--- config.mk ---
export PLATFORM = sky130hd
export DESIGN_NAME = conv2_sched
export DESIGN_NICKNAME = d
export VERILOG_FILES = /design/src/rtl/conv2_pkg.sv /design/src/rtl/conv2_tag_pipe.sv /design/src/rtl/conv2_sched.sv
export SDC_FILE = /design/constraint.sdc
export NUM_CORES = 1
export LEC_CHECK = 0
export ABC_AREA = 1
export ABC_CLOCK_PERIOD_IN_PS = 3500
export BUFFER_PORTS_ARGS = -buffer_cell sky130_fd_sc_hd__buf_2
export CORE_MARGIN = 8
export CORE_UTILIZATION = 29
export CTS_BUF_LIST = sky130_fd_sc_hd__clkbuf_8
export DETAILED_ROUTE_END_ITERATION = 10
export PLACE_DENSITY = 0.47
export SYNTH_ARGS = -nofsm -noshare
export SYNTH_HDL_FRONTEND = slang
export SYNTH_SLANG_ARGS = --single-unit
--- constraint.sdc ---
create_clock -name clk -period 3.5 [get_ports clk]
set_input_delay 0.175 -clock clk [delete_from_list [all_inputs] [get_ports clk]]
set_output_delay 0.175 -clock clk [all_outputs]
set_load 0.02 [all_outputs]
--- src/rtl/conv2_pkg.sv ---
// conv2_pkg: shared constants, state encoding, tag layout and the
// bias/ReLU/saturation helper for the layer-2 convolution sequencer.
package conv2_pkg;

  localparam int N_OCH   = 3;   // output channels = weight banks
  localparam int OUT_W   = 8;   // output columns per frame
  localparam int OUT_H   = 8;   // output rows per frame
  localparam int CALC_W  = 14;  // calc datapath result width (signed)
  localparam int BIAS_W  = 8;   // bias width (signed)
  localparam int ACT_W   = 12;  // activation width (unsigned)
  localparam int SUM_W   = 15;  // calc + bias without overflow
  localparam int ACT_MAX = 2047;

  localparam int SEL_W = 2;
  localparam int ROW_W = 3;
  localparam int COL_W = 3;

  typedef enum logic [1:0] {
    ST_IDLE  = 2'd0,
    ST_WAIT  = 2'd1,
    ST_ISSUE = 2'd2,
    ST_DRAIN = 2'd3
  } state_e;

  typedef struct packed {
    logic [SEL_W-1:0] ch;
    logic [ROW_W-1:0] row;
    logic [COL_W-1:0] col;
  } tag_t;

  localparam int TAG_W = $bits(tag_t);

  // Negative sums clamp to 0, sums above ACT_MAX clamp to ACT_MAX.
  function automatic logic [ACT_W-1:0] relu_sat(input logic signed [SUM_W-1:0] s);
    logic signed [SUM_W-1:0] lim;
    lim = SUM_W'(ACT_MAX);
    if (s[SUM_W-1]) begin
      return '0;
    end else if (s > lim) begin
      return ACT_W'(ACT_MAX);
    end else begin
      return s[ACT_W-1:0];
    end
  endfunction

endpackage

--- src/rtl/conv2_tag_pipe.sv ---
// conv2_tag_pipe: DEPTH-stage valid+tag delay line. A tag pushed alongside
// a calc issue emerges exactly DEPTH cycles later, aligned with calc_in.
// Ports:
//   clk, rst_n    clock, synchronous active-low clear of every stage
//   in_valid_i    issue strobe entering the line
//   in_tag_i      tag entering the line
//   out_valid_o   valid leaving the line
//   out_tag_o     tag leaving the line
module conv2_tag_pipe #(
  parameter int DEPTH = 1,
  parameter int TAG_W = 8
) (
  input  logic             clk,
  input  logic             rst_n,
  input  logic             in_valid_i,
  input  logic [TAG_W-1:0] in_tag_i,
  output logic             out_valid_o,
  output logic [TAG_W-1:0] out_tag_o
);

  logic [DEPTH-1:0] vld_q;
  logic [TAG_W-1:0] tag_q [DEPTH];

  always_ff @(posedge clk) begin
    if (!rst_n) begin
      vld_q <= '0;
      for (int i = 0; i < DEPTH; i++) begin
        tag_q[i] <= '0;
      end
    end else begin
      vld_q[0] <= in_valid_i;
      tag_q[0] <= in_tag_i;
      for (int i = 1; i < DEPTH; i++) begin
        vld_q[i] <= vld_q[i-1];
        tag_q[i] <= tag_q[i-1];
      end
    end
  end

  assign out_valid_o = vld_q[DEPTH-1];
  assign out_tag_o   = tag_q[DEPTH-1];

endmodule

--- src/rtl/conv2_sched.sv ---
// conv2_sched: time-multiplexes one shared 5x5x3 calc datapath across the
// N_OCH output channels of conv layer 2. Each window gets one calc per
// channel; results get the channel bias added, ReLU + saturation to 12 bits,
// and leave tagged with (ch,row,col). One frame is OUT_H x OUT_W windows.
// Ports:
//   clk, rst_n          clock, synchronous active-low reset
//   start               frame start pulse, honoured in IDLE only
//   win_valid/win_ack   window handshake from the line buffer
//   calc_en/calc_sel    issue strobe and weight bank to the calc datapath
//   calc_in             calc result, valid CALC_LAT cycles after calc_en
//   cfg_we/addr/data    bias write port, honoured in IDLE only
//   out_valid/data/ch/row/col  tagged activation to pooling
//   busy, frame_done    frame status
//   dbg_state           current FSM state (conv2_pkg::state_e encoding)
//
// Window handshake: the line buffer raises win_valid with a window present
// and holds it until win_ack. win_ack is high in the cycle of the last
// channel issue for that window; the buffer advances on that clock edge.
// The first issue of a window (calc_sel=0) happens combinationally in the
// WAIT cycle where win_valid is seen, so back-to-back windows have no bubble.
module conv2_sched
  import conv2_pkg::*;
#(
  parameter int CALC_LAT = 1
) (
  input  logic        clk,
  input  logic        rst_n,
  input  logic        start,
  input  logic        win_valid,
  output logic        win_ack,
  output logic        calc_en,
  output logic [1:0]  calc_sel,
  input  logic [13:0] calc_in,
  input  logic        cfg_we,
  input  logic [1:0]  cfg_addr,
  input  logic [7:0]  cfg_data,
  output logic        out_valid,
  output logic [11:0] out_data,
  output logic [1:0]  out_ch,
  output logic [2:0]  out_row,
  output logic [2:0]  out_col,
  output logic        busy,
  output logic        frame_done,
  output logic [1:0]  dbg_state
);

  // Drain counter must reach CALC_LAT+1.
  localparam int DRN_W = $clog2(CALC_LAT + 2);

  state_e state_q, state_d;

  logic [SEL_W-1:0] sel_q, sel_d;
  logic [ROW_W-1:0] row_q, row_d;
  logic [COL_W-1:0] col_q, col_d;
  logic [DRN_W-1:0] drain_q, drain_d;

  logic issue;
  logic ack;
  logic last_sel;
  logic last_win;
  logic drain_end;

  assign last_sel  = (sel_q == SEL_W'(N_OCH - 1));
  assign last_win  = (row_q == ROW_W'(OUT_H - 1)) && (col_q == COL_W'(OUT_W - 1));
  assign drain_end = (drain_q == DRN_W'(CALC_LAT + 1));

  // Issue happens in WAIT when a window is offered, and every ISSUE cycle
  // regardless of win_valid so that a started window always completes.
  assign issue = ((state_q == ST_WAIT) && win_valid) || (state_q == ST_ISSUE);
  assign ack   = issue && last_sel;

  // ---------------------------------------------------------------- FSM
  always_ff @(posedge clk) begin
    if (!rst_n) begin
      state_q <= ST_IDLE;
    end else begin
      state_q <= state_d;
    end
  end

  always_comb begin
    state_d = state_q;
    case (state_q)
      ST_IDLE: begin
        if (start) state_d = ST_WAIT;
      end
      ST_WAIT, ST_ISSUE: begin
        if (ack) begin
          state_d = last_win ? ST_DRAIN : ST_WAIT;
        end else if (issue) begin
          state_d = ST_ISSUE;
        end
      end
      ST_DRAIN: begin
        if (drain_end) state_d = ST_IDLE;
      end
      default: state_d = ST_IDLE;
    endcase
  end

  always_comb begin
    calc_en    = issue;
    calc_sel   = sel_q;
    win_ack    = ack;
    frame_done = (state_q == ST_DRAIN) && drain_end;
    busy       = (state_q != ST_IDLE) && !frame_done;
    dbg_state  = state_q;
  end

  // ----------------------------------------------------------- counters
  always_comb begin
    sel_d   = sel_q;
    row_d   = row_q;
    col_d   = col_q;
    drain_d = '0;
    if ((state_q == ST_IDLE) && start) begin
      sel_d = '0;
      row_d = '0;
      col_d = '0;
    end
    if (issue) begin
      sel_d = last_sel ? '0 : sel_q + 1'b1;
    end
    if (ack) begin
      if (col_q == COL_W'(OUT_W - 1)) begin
        col_d = '0;
        row_d = row_q + 1'b1;
      end else begin
        col_d = col_q + 1'b1;
      end
    end
    if (state_q == ST_DRAIN) begin
      drain_d = drain_q + 1'b1;
    end
  end

  always_ff @(posedge clk) begin
    if (!rst_n) begin
      sel_q   <= '0;
      row_q   <= '0;
      col_q   <= '0;
      drain_q <= '0;
    end else begin
      sel_q   <= sel_d;
      row_q   <= row_d;
      col_q   <= col_d;
      drain_q <= drain_d;
    end
  end

  // ---------------------------------------------------------- bias file
  // Sized to the full address space so any tag indexes a real entry; only
  // the first N_OCH entries are writable.
  logic [BIAS_W-1:0] bias_q [2**SEL_W];

  always_ff @(posedge clk) begin
    if (!rst_n) begin
      for (int i = 0; i < 2**SEL_W; i++) begin
        bias_q[i] <= '0;
      end
    end else if ((state_q == ST_IDLE) && cfg_we &&
                 ({1'b0, cfg_addr} < (SEL_W+1)'(N_OCH))) begin
      bias_q[cfg_addr] <= cfg_data;
    end
  end

  // ------------------------------------------------------- tag pipeline
  tag_t issue_tag;
  tag_t pipe_tag;
  logic pipe_vld;

  assign issue_tag = '{ch: sel_q, row: row_q, col: col_q};

  conv2_tag_pipe #(
    .DEPTH (CALC_LAT),
    .TAG_W (TAG_W)
  ) u_tag_pipe (
    .clk         (clk),
    .rst_n       (rst_n),
    .in_valid_i  (issue),
    .in_tag_i    (issue_tag),
    .out_valid_o (pipe_vld),
    .out_tag_o   (pipe_tag)
  );

  // ------------------------------------------------------- output stage
  logic [BIAS_W-1:0]       bias_sel;
  logic signed [SUM_W-1:0] sum;

  assign bias_sel = bias_q[pipe_tag.ch];
  assign sum = $signed({{(SUM_W-CALC_W){calc_in[CALC_W-1]}}, calc_in}) +
               $signed({{(SUM_W-BIAS_W){bias_sel[BIAS_W-1]}}, bias_sel});

  logic             out_valid_q;
  logic [ACT_W-1:0] out_data_q;
  logic [SEL_W-1:0] out_ch_q;
  logic [ROW_W-1:0] out_row_q;
  logic [COL_W-1:0] out_col_q;

  always_ff @(posedge clk) begin
    if (!rst_n) begin
      out_valid_q <= 1'b0;
      out_data_q  <= '0;
      out_ch_q    <= '0;
      out_row_q   <= '0;
      out_col_q   <= '0;
    end else begin
      out_valid_q <= pipe_vld;
      if (pipe_vld) begin
        out_data_q <= relu_sat(sum);
        out_ch_q   <= pipe_tag.ch;
        out_row_q  <= pipe_tag.row;
        out_col_q  <= pipe_tag.col;
      end
    end
  end

  assign out_valid = out_valid_q;
  assign out_data  = out_data_q;
  assign out_ch    = out_ch_q;
  assign out_row   = out_row_q;
  assign out_col   = out_col_q;

endmodule

==> summary.txt, run 1 <==
Outcome
  • Status: finished clean

Critical path
  • Slowest cell delay on critical path: just under 400 ps
  • Crit path top cell by count: nand2_1
  • Crit path cell chain: inv_1 > o21ai_0 > o22ai_1 > buf_4 > ha_1 > nand2_2 > nor2_1 > nand3_1 > nand3_1 > nand2_1 > nand2_1 > nand3_2 > nand2_4 > nand2_1 > nand2_1 > nand2_1
  • Kind of critical path: reg2reg
  • Crit path max fanout: 17
  • Critical path launch point type: flop
  • Crit path DAT: 2840 ps
  • Worst EP required: 3750 ps
  • Worst setup EP type: flop
  • Crit-path slowest cell: ha_1

STA
  • Clk_skew: 8.55 ps
  • RSZ-0062 raised after global routing: no
  • Final setup violation count: 0
  • Slew Limit Headroom: 0.486
  • Maximum clock rate: roughly 0.39 GHz
  • Tcrit/Tclk final: 0.739
  • Slew @ Worst Pin: 770 ps
  • Max-slew violation count: 0
  • Post-layout worst setup margin: 912 ps
  • Final Hold Viols: 0
  • Fin crit period: 2590 ps
  • Fin Setup TNS: 0 ps

Clock network
  • CTS Buf Count: 9
  • Clk sinks: 74
  • Postcts setup bufs: 0
  • Clk Latency, worst-skew pair: 350 ps
  • CTS max path bufs: 2
  • Clk pin slew, worst setup/hold paths: 80 ps
  • Htree depth: 3
  • Post-CTS sizing: 0
  • Hold-fix buffers at CTS: 0
  • CTS tree: built
  • Root buf cell: clkbuf_8

Power
  • Max VDD drop: 0.000196 V
  • P_leak: 0.00219 uW
  • PwrDens: 606 nW/um^2

Synth
  • Syn_nets: 502
  • Synth top area share: 0.258
  • Yosys warns: 0
  • Area leader, netlist: edfxtp_1
  • Post-synth cell types: 32
  • Yosys reg bits: 74
  • Most numerous cell in the Yosys netlist: nand2_1
  • Mapped cell area: 3730 um^2
  • Cells after synthesis: around 450
  • Commonest cells post-synth: nand2_1 (109), nor2_1 (64), inv_1 (55), dfxtp_1 (42), edfxtp_1 (32)
  • Post-synth EDFFs: 32
  • Asr flop ratio synth: 0
  • Post-synth top flop: dfxtp_1
  • Syn_area_per_cell: between 8 and 9 um^2
  • Register area share after synthesis: 0.483
  • Ranking of synthesized cells by area: edfxtp_1 (26%), dfxtp_1 (23%), nand2_1 (11%), ha_1 (7.7%), nor2_1 (6.4%)

Worst hold path
  • Hold crit path type: in2reg

Global routing
  • Vias in the first global route: 3,078
  • Largest net degree at the start of global routing: 24
  • Total track usage: 0.112
  • Aggregate global routing overflow: 0
  • Wire length of the first global-routing pass: 14,800 um
  • Initial antenna violation count: 0

Layout
  • Area growth from synthesis to layout: 19.2%
  • Final instance count without filler cells: 691
  • Nets: 567
  • Final Util: 0.354
  • Filler cells: 1,331
  • # diodes: 0
  • Share of cells above drive strength 1: 0.181

Drt
  • Vias/cell: 4.34
  • Initial DRT Pass Iterations: 4
  • Post-route ant nets: 0
  • WL/cell: 13.1 um
  • Number of DRC markers in iteration 0: 226
  • Via Count: 3,000
  • Residual DRC: 0
  • Total wire length: 9050 um

Placement
  • IO Port Bufs: 57
  • DP Worst Slack: 899 ps
  • Routability cong.: 0.809
  • Placed Cells: roughly 680
  • HPWL Detailed: 7080 um

Flow run
  • Max-cap violation count: 0

Floorplan
  • Core area: 12,600 um^2
  • Top-level I/O count: 58
  • Row cnt: 41
  • Die height: 129 um
  • Chip width: 129 um
  • Die area: ~17,000 um^2
  • Starting density of the core: 0.297
[routing by layer]
metal  wire, um  vias to the layer above  track usage
met5          0                        -            0
met4        103                        0       0.0396
met3        511                       10       0.0308
met2       4060                       64        0.180
met1       4380                     1324        0.141
li1           -                     1602            -
[area by class of cell]
| type | count | area, um^2 | area share |
|---|---|---|---|
| sequential | 74 | 1800 | 0.405 |
| clock buffer | 10 | 138 | 0.0310 |
| inverter | 59 | 226 | 0.0510 |
| timing repair buffer | 59 | 300 | 0.0676 |
| clock inverter | 6 | 81.3 | 0.0183 |
| multi-input combinational | 311 | 1680 | 0.378 |
| tap | 172 | 215 | 0.0484 |
[report_power, final]
part,leakage (uW),switching (uW),internal [uW]
registers,0.000671,42.9,973
logic,0.00140,623,321
clock network,0.000119,316,417
total,0.00219,981,1710
[flip-flops by register name (all words and copies together), names as in the netlist]
signal and count:
bias_q 32, out_data 12, u_tag_pipe.tag_q 8, col_q 3, out_col 3, out_row 3, row_q 3, calc_sel 2
dbg_state 2, drain_q 2, out_ch 2, out_valid 1, u_tag_pipe.out_valid_o 1
[kinds of logic (layout without fill, tap and decap cells)]
family          after synthesis  after routing  share of synthesized area
compound gates               67             67                      0.102
xor+xnor                      9              9                     0.0211
fa+ha+maj                    24             24                     0.0825
buf+inv                      64            134                     0.0661
flops                        74             74                      0.483
simple gates                211            211                      0.246
[worst max-delay path: cells and delay by family, from the launching register on]
kind | cells | cell delay, ps
AND/OR/NAND/NOR | 11 | 1110
adder cells (fa/ha/maj) | 1 | 390
buffers and inverters | 2 | 370
flip-flops | 1 | 330
AO/OA/AOI/OAI | 2 | 310
[worst paths after layout]
path / from / to / slack, ps / cells after the start
min reg2reg: drain_q[0] / drain_q[0] / 430 / 1
max: u_tag_pipe.tag_q[0][6] / out_data[3] / 910 / 16
max reg2reg: u_tag_pipe.tag_q[0][6] / out_data[3] / 910 / 16
min: cfg_data[4] / bias_q[2][4] / 180 / 3
[per-stage QoR]
step / power (uW) / instance area, um^2 / hold slack (ps)
6_report: 2690 / 4440 / 176
5_1_grt: 2890 / 4440 / 180
4_1_cts: 2730 / 4440 / 158
3_5_place_dp: 1990 / 4230 / 419
3_3_place_gp: 1990 / 4230 / 410
2_1_floorplan: 1730 / 3730 / 361
[cells in the final DEF, fill, tap and decap left out, drive strengths merged]
cell type,n
a21oi,18
a22o,6
a31oi,2
buf,59
bufinv,2
clkbuf,10
clkinv,2
dfxtp,42
edfxtp,32
fa,1
ha,23
inv,61
nand2,118
nand3,21
nand4,2
nor2,65
nor3,4
nor3b,1
o21ai,29
o21bai,1
o22ai,10
o32ai,1
xnor2,5
xor2,4
(Power assumes the default switching activity.)
==> run 2: changes to the inputs <==
--- a/config.mk
+++ b/config.mk
@@ -6,7 +6,7 @@
 export NUM_CORES = 1
 export LEC_CHECK = 0
 export ABC_AREA = 1
-export ABC_CLOCK_PERIOD_IN_PS = 3500
+export ABC_CLOCK_PERIOD_IN_PS = 2500
 export BUFFER_PORTS_ARGS = -buffer_cell sky130_fd_sc_hd__buf_2
 export CORE_MARGIN = 8
 export CORE_UTILIZATION = 29
==> constraint.sdc (replaced) <==
create_clock -name clk -period 2.5 [get_ports clk]
set_input_delay 0.125 -clock clk [delete_from_list [all_inputs] [get_ports clk]]
set_output_delay 0.125 -clock clk [all_outputs]
set_load 0.02 [all_outputs]
==> run 2 against run 1 <==
Net effect:
- setup slack lost 770 ps
- largest cell class is now multi-input gates
- flip-flop and latch count is the same
- via count grew 7.2%
- design area grew 9.4%
- critical path type unchanged
- routed wire length grew 8.1%
==> summary.txt, run 2 (synthesis results as in run 1) <==
Outcome
  • Status: finished clean

STA
  • Final setup violation count: 0 (unchanged)
  • Maximum clock rate: 0.425 GHz (+10%)
  • RSZ-0062 raised after global routing: yes
  • Clk_skew: 11.1 ps (+2.58 ps)
  • Slew Limit Headroom: 0.483 (-0.00273)
  • Fin Setup TNS: 0 ps (unchanged)
  • Fin crit period: 2350 ps (-234 ps)
  • Slew @ Worst Pin: 775 ps (+4.09 ps)
  • Max-slew violation count: 0 (unchanged)
  • Tcrit/Tclk final: 0.941 (+0.202)
  • Final Hold Viols: 0 (unchanged)

Critical path
  • Crit path cell chain: inv_1 > buf_4 > o21ai_2 > o22ai_2 > ha_2 > fa_2 > nand3_2 > nand2_2 > nand2_2 > nand2_4 > nand3_2 > nand2_1 > nand2_2 > nand2_4 > nand3_4 > clkinv_2 > nand2_1 > nand2_1
  • Critical path launch point type: flop
  • Crit path max-delay family: simple AND/OR/NAND/NOR gates
  • Crit-path slowest cell: dfxtp_2
  • Kind of critical path: reg2reg
  • Crit path max fanout: 9 (-8)
  • Worst setup EP type: flop
  • Worst EP required: 2750 ps (-1000 ps)
  • Crit path DAT: 2600 ps (-240 ps)
  • Slowest cell delay on critical path: 360 ps (-30 ps)
  • WP buf/inv: 3 (+1)

Global routing
  • Wire length of the first global-routing pass: 15,500 um (+4.4%)
  • Vias in the first global route: 3,159 (+2.6%)
  • Aggregate global routing overflow: 0 (unchanged)
  • Initial antenna violation count: 0 (unchanged)
  • Total track usage: 0.119 (+0.00655)
  • Largest net degree at the start of global routing: 23 (-4.2%)

Clock network
  • Clk Latency, worst-skew pair: 350 ps (about the same)
  • CTS Buf Count: 9 (unchanged)
  • CTS max path bufs: 2 (unchanged)
  • Clk pin slew, worst setup/hold paths: 90 ps (about the same)
  • Root buf cell: clkbuf_8
  • CTS tree: built
  • Htree depth: 3 (unchanged)
  • Hold-fix buffers at CTS: 0 (unchanged)
  • Clk sinks: 74 (unchanged)

Floorplan
  • Die area: 16,700 um^2 (unchanged)
  • Row cnt: 41 (unchanged)
  • Die height: 129 um (unchanged)
  • Top-level I/O count: 58 (unchanged)
  • Core area: 12,600 um^2 (unchanged)
  • Starting density of the core: 0.297 (unchanged)
  • Chip width: 129 um (unchanged)

Power
  • Total power: 4070 uW (+51%)
  • Int Power: 2550 uW (+49%)
  • Clk pwr share: 0.230 (-0.042)
  • Max VDD drop: 0.000311 V (+58%)
  • Sw Ratio: 0.373 (+0.00908)
  • Logic gate share of total power: 0.419 (+0.069)
  • Sequential Power Share: 0.351 (-0.026)
  • P_leak: 0.00238 uW (+8.6%)
  • PwrDens: 837 nW/um^2 (+38%)
  • NetSw: 1520 uW (+55%)

Flow run
  • Max-cap violation count: 0 (unchanged)

Layout
  • # diodes: 0 (unchanged)
  • Nets: 604 (+6.5%)
  • Max reg flops: 32 (unchanged)
  • Most common cell after layout, fill and taps aside: nand2_1
  • Top reg by flops: bias_q
  • Share of cells above drive strength 1: 0.288 (+0.107)
  • Filler cells: 1,314 (-1.3%)
  • Most frequent cells in the layout: nand2_1 (105), nor2_1 (63), buf_2 (57)
  • Area growth from synthesis to layout: 30.3%

Placement
  • HPWL Detailed: 7340 um (+3.6%)
  • Routability cong.: 0.820 (+1.4%)
  • IO Port Bufs: 57 (unchanged)

Drt
  • Number of DRC markers in iteration 0: 231 (+2.2%)
  • Post-route ant nets: 0 (unchanged)
  • Vias/cell: 4.42 (+1.9%)
  • Initial DRT Pass Iterations: 6 (+2)
  • Residual DRC: 0 (unchanged)
  • Via Count: 3,216 (+7.2%)
  • WL/cell: 13.5 um (+2.7%)
  • Total wire length: 9780 um (+8.1%)

Worst hold path
  • Hold crit path type: in2reg
-- run 2: changes by cell type in the layout (fill, tap and decap cells not counted), sizes merged --
cell    delta
nand2      +1
clkinv     +1
buf       +35
bufinv     -1
-- run 2: routing by layer --
layer	share of wire	global-route usage	up-vias	wire length [um]
li1	-	-	1672	-
met1	0.48	0.146	1471	4730
met2	0.46	0.199	65	4480
met3	0.047	0.0316	8	461
met4	0.011	0.0348	0	112
met5	0	0	-	0
-- run 2: cell type report --
cell class / instances / area [um^2] / area share
multi-input cells: 312 / 1840 / 0.379
clock buffers: 10 / 138 / 0.0283
repair inverters: 1 / 5.00 / 0.00103
flip-flops and latches: 74 / 1800 / 0.371
inverters: 59 / 226 / 0.0466
repair buffers: 94 / 576 / 0.118
clock inverters: 5 / 55.1 / 0.0113
well taps: 172 / 215 / 0.0443
-- run 2: power groups by stage --
stage | sequential (uW) | combinational (uW) | clock [uW]
2_1_floorplan | 1500 | 919 | 0
3_3_place_gp | 1460 | 1500 | 0
3_5_place_dp | 1460 | 1510 | 0
4_1_cts | 1430 | 1550 | 946
5_1_grt | 1450 | 1900 | 1000
6_report | 1430 | 1700 | 935
-- run 2: path summary, 6_finish.rpt --
kind / slack [ps] / to / cells past startpoint / start
min reg2reg: 430 / drain_q[0] / 1 / drain_q[0]
max reg2reg: 150 / out_data[5] / 18 / u_tag_pipe.tag_q[0][6]
max: 150 / out_data[5] / 18 / u_tag_pipe.tag_q[0][6]
min: 110 / bias_q[0][6] / 3 / cfg_data[6]
-- run 2: timing repair --
action,CTS,global route
pin swaps,1,13
gates resized for setup,2,39
gates cloned,0,2
setup buffers,1,7
setup endpoints to repair,9,11
-- run 2: through the flow --
step / instance area, um^2 / util / instances / setup WS, ps / hold WS, ps
finish: 4860 / 0.387 / 727 / 147 / 111
global route: 4860 / 0.387 / 727 / -19.1 / 125
CTS: 4660 / 0.371 / 718 / 25.0 / 106
detailed placement: 4430 / 0.353 / 702 / -29.6 / 422
floorplan: 3740 / - / 449 / 67.4 / 311
global placement: 4430 / 0.353 / 702 / 9.55 / 409
-- run 2: worst reg2reg max path, cell delays in order, from the launching register on --
cell and delay [ps]:
dfxtp_2 360, inv_1 80, buf_4 170, o21ai_2 130, o22ai_2 100, ha_2 190
fa_2 350, nand3_2 70, nand2_2 80, nand2_2 90, nand2_4 60, nand3_2 70
nand2_1 60, nand2_2 80, nand2_4 80, nand3_4 100, clkinv_2 90, nand2_1 70
nand2_1 40
==> run 3: changes to the inputs <==
--- a/config.mk
+++ b/config.mk
@@ -12,6 +12,7 @@
 export CORE_UTILIZATION = 29
 export CTS_BUF_LIST = sky130_fd_sc_hd__clkbuf_8
 export DETAILED_ROUTE_END_ITERATION = 10
+export GPL_TIMING_DRIVEN = 0
 export PLACE_DENSITY = 0.47
 export SYNTH_ARGS = -nofsm -noshare
 export SYNTH_HDL_FRONTEND = slang
==> run 3 against run 2 <==
Net effect:
- critical path depth rose by 1
- clock-buffer cell count fell by 1
- routed wire length is 2.9% lower
- setup slack worse by 88 ps
- worst hold slack better by 5.9 ps
- via count shrank 2.8%
- utilization decreased by 0.060 points
==> summary.txt, run 3 (synthesis results as in run 1) <==
STA
  • Maximum clock rate: 0.410 GHz (-3.6%)
  • Final Hold Viols: 0 (unchanged)
  • Post-layout worst setup margin: 58.6 ps (-87.9 ps)
  • Final setup violation count: 0 (unchanged)
  • Max-slew violation count: 0 (unchanged)
  • Tcrit/Tclk final: 0.977 (+0.0352)
  • Fin crit period: 2440 ps (+87.9 ps)
  • RSZ-0062 raised after global routing: yes
  • Clk_skew: 15.4 ps (+4.27 ps)
  • Fin Setup TNS: 0 ps (unchanged)
  • Slew Limit Headroom: 0.678 (+0.195)
  • Hold slack: 117 ps (+5.87 ps)
  • Slew @ Worst Pin: 482 ps (-292 ps)

Placement
  • IO Port Bufs: 57 (unchanged)
  • HPWL Detailed: 7040 um (-4.0%)
  • Routability cong.: 0.811 (-1.2%)
  • Placed Cells: 678 (-3.4%)
  • DP Worst Slack: -842 ps (-813 ps)

Critical path
  • Kind of critical path: reg2reg
  • Crit path DAT: 2680 ps (+80 ps)
  • Reg2reg setup slack: 60 ps (-90 ps)
  • FF-to-FF path depth: 19 (+1)
  • Worst EP required: 2740 ps (about the same)
  • Worst r2r src: u_tag_pipe.tag_q[0][6]
  • Worst setup EP type: flop
  • RR Endpoint: out_data[7]
  • Critical path launch point type: flop
  • Crit path max fanout: 7 (-2)

Clock network
  • CTS Buf Count: 9 (unchanged)
  • Htree depth: 3 (unchanged)
  • CTS max path bufs: 2 (unchanged)
  • Clk Latency, worst-skew pair: 350 ps (about the same)
  • Root buf cell: clkbuf_8
  • Clk sinks: 74 (unchanged)
  • CTS tree: built
  • Clk pin slew, worst setup/hold paths: 90 ps (about the same)

Drt
  • Total wire length: 9500 um (-2.9%)
  • WL/cell: 13.4 um (-0.17%)
  • Number of DRC markers in iteration 0: 161 (-30%)
  • Residual DRC: 0 (unchanged)
  • Vias/cell: 4.42 (about the same)
  • Post-route ant nets: 0 (unchanged)
  • Via Count: 3,126 (-2.8%)
  • Initial DRT Pass Iterations: 4 (-2)

Floorplan
  • Top-level I/O count: 58 (unchanged)
  • Chip width: 129 um (unchanged)
  • Starting density of the core: 0.297 (unchanged)
  • Die area: 16,700 um^2 (unchanged)
  • Row cnt: 41 (unchanged)
  • Die height: 129 um (unchanged)
  • Core area: 12,600 um^2 (unchanged)

Layout
  • Final instance count without filler cells: 707 (-2.8%)
  • # diodes: 0 (unchanged)
  • Most frequent cells in the layout: nand2_1 (95), nor2_1 (61), buf_2 (58)
  • Share of cells above drive strength 1: 0.284 (-0.00418)
  • Nets: 583 (-3.5%)
  • Max reg flops: 32 (unchanged)
  • Top reg by flops: bias_q
  • Area growth from synthesis to layout: 30.1%
  • Most common cell after layout, fill and taps aside: nand2_1

Global routing
  • Total track usage: 0.118 (-0.000261)
  • Initial antenna violation count: 0 (unchanged)
  • Vias in the first global route: 3,179 (+0.63%)
  • Aggregate global routing overflow: 0 (unchanged)
  • Wire length of the first global-routing pass: 15,600 um (+1.2%)
  • Largest net degree at the start of global routing: 16 (-30%)

Worst hold path
  • Hold EP: bias_q[3][6]
  • Hold_sp: cfg_data[6]
  • Hold crit path type: in2reg
  • Cells on Worst Hold Path: 3 (unchanged)

Power
  • Sw Ratio: 0.385 (+0.0120)
  • P_leak: 0.00229 uW (-3.8%)
  • NetSw: 1560 uW (+2.8%)
  • Max VDD drop: 0.000336 V (+7.9%)
  • PwrDens: 836 nW/um^2 (-0.19%)
  • Logic gate share of total power: 0.407 (-0.012)
  • Clk pwr share: 0.240 (+0.010)
  • Sequential Power Share: 0.353 (+0.002)
  • Int Power: 2490 uW (-2.3%)

Flow run
  • Max-cap violation count: 0 (unchanged)

Outcome
  • Status: finished clean
==> run 3: per-stage QoR <==
step / area (um^2) / power (uW) / util
detailed placement: 4240 / 2790 / 0.337
CTS: 4660 / 3940 / 0.371
global placement: 4240 / 2780 / 0.337
global route: 4850 / 4340 / 0.386
floorplan: 3740 / 2420 / -
finish: 4850 / 4060 / 0.386
==> run 3: metal layers <==
layer	vias up	global-route usage	part of all wire
li1	1640	-	-
met1	1426	0.149	0.47
met2	56	0.196	0.47
met3	4	0.0320	0.046
met4	0	0.0307	0.0068
met5	-	0	0
==> run 3: power groups by stage <==
| stage | sequential, uW | clock, uW | combinational [uW] |
|---|---|---|---|
| after floorplan | 1500 | 0 | 919 |
| after global placement | 1450 | 0 | 1320 |
| final | 1430 | 974 | 1650 |
| after detailed placement | 1460 | 0 | 1330 |
| after global routing | 1440 | 1050 | 1850 |
| after CTS | 1430 | 999 | 1510 |
==> run 3: worst max path at each step <==
| stage | start | end | cells after the start |
|---|---|---|---|
| final | u_tag_pipe.tag_q[0][6] | out_data[7] | 19 |
| after global routing | u_tag_pipe.tag_q[0][7] | out_data[7] | 18 |
| after CTS | u_tag_pipe.tag_q[0][6] | out_data[7] | 17 |
| after detailed placement | u_tag_pipe.tag_q[0][6] | out_data[7] | 15 |
| after global placement | u_tag_pipe.tag_q[0][6] | out_data[7] | 15 |
| after floorplan | u_tag_pipe.tag_q[0][6] | out_data[10] | 16 |
==> run 3: area by class of cell <==
| class | instances | area (um^2) |
|---|---|---|
| Buffer | 5 | 52.6 |
| Multi-Input combinational cell | 312 | 1920 |
| Clock buffer | 9 | 124 |
| Fill cell | 1305 | 7710 |
| Sequential cell | 74 | 1810 |
| Inverter | 59 | 240 |
| Clock inverter | 7 | 82.6 |
| Tap cell | 172 | 215 |
| Timing Repair Buffer | 69 | 408 |
==> run 3: worst max-delay path, stage by stage, from the launching register on <==
cell and delay [ps]:
dfxtp_4 410, inv_8 60, clkbuf_16 150, o21ai_4 140, o22ai_2 80, buf_6 160
ha_4 310, nand2_4 70, inv_4 60, nand2_2 40, nor3_2 160, nand2_2 70
nand2_1 70, nand2_1 60, nand2_2 80, nand3_4 120, nand2_4 110, nand2_1 50
nand2_1 80, nand2_1 50
==> run 3: what timing repair did <==
item	CTS	global route
hold buffers	0	0
pin swaps	4	25
resized for setup	36	34
cloned	1	1
endpoints found under the setup margin	11	11
buffers inserted	6	5
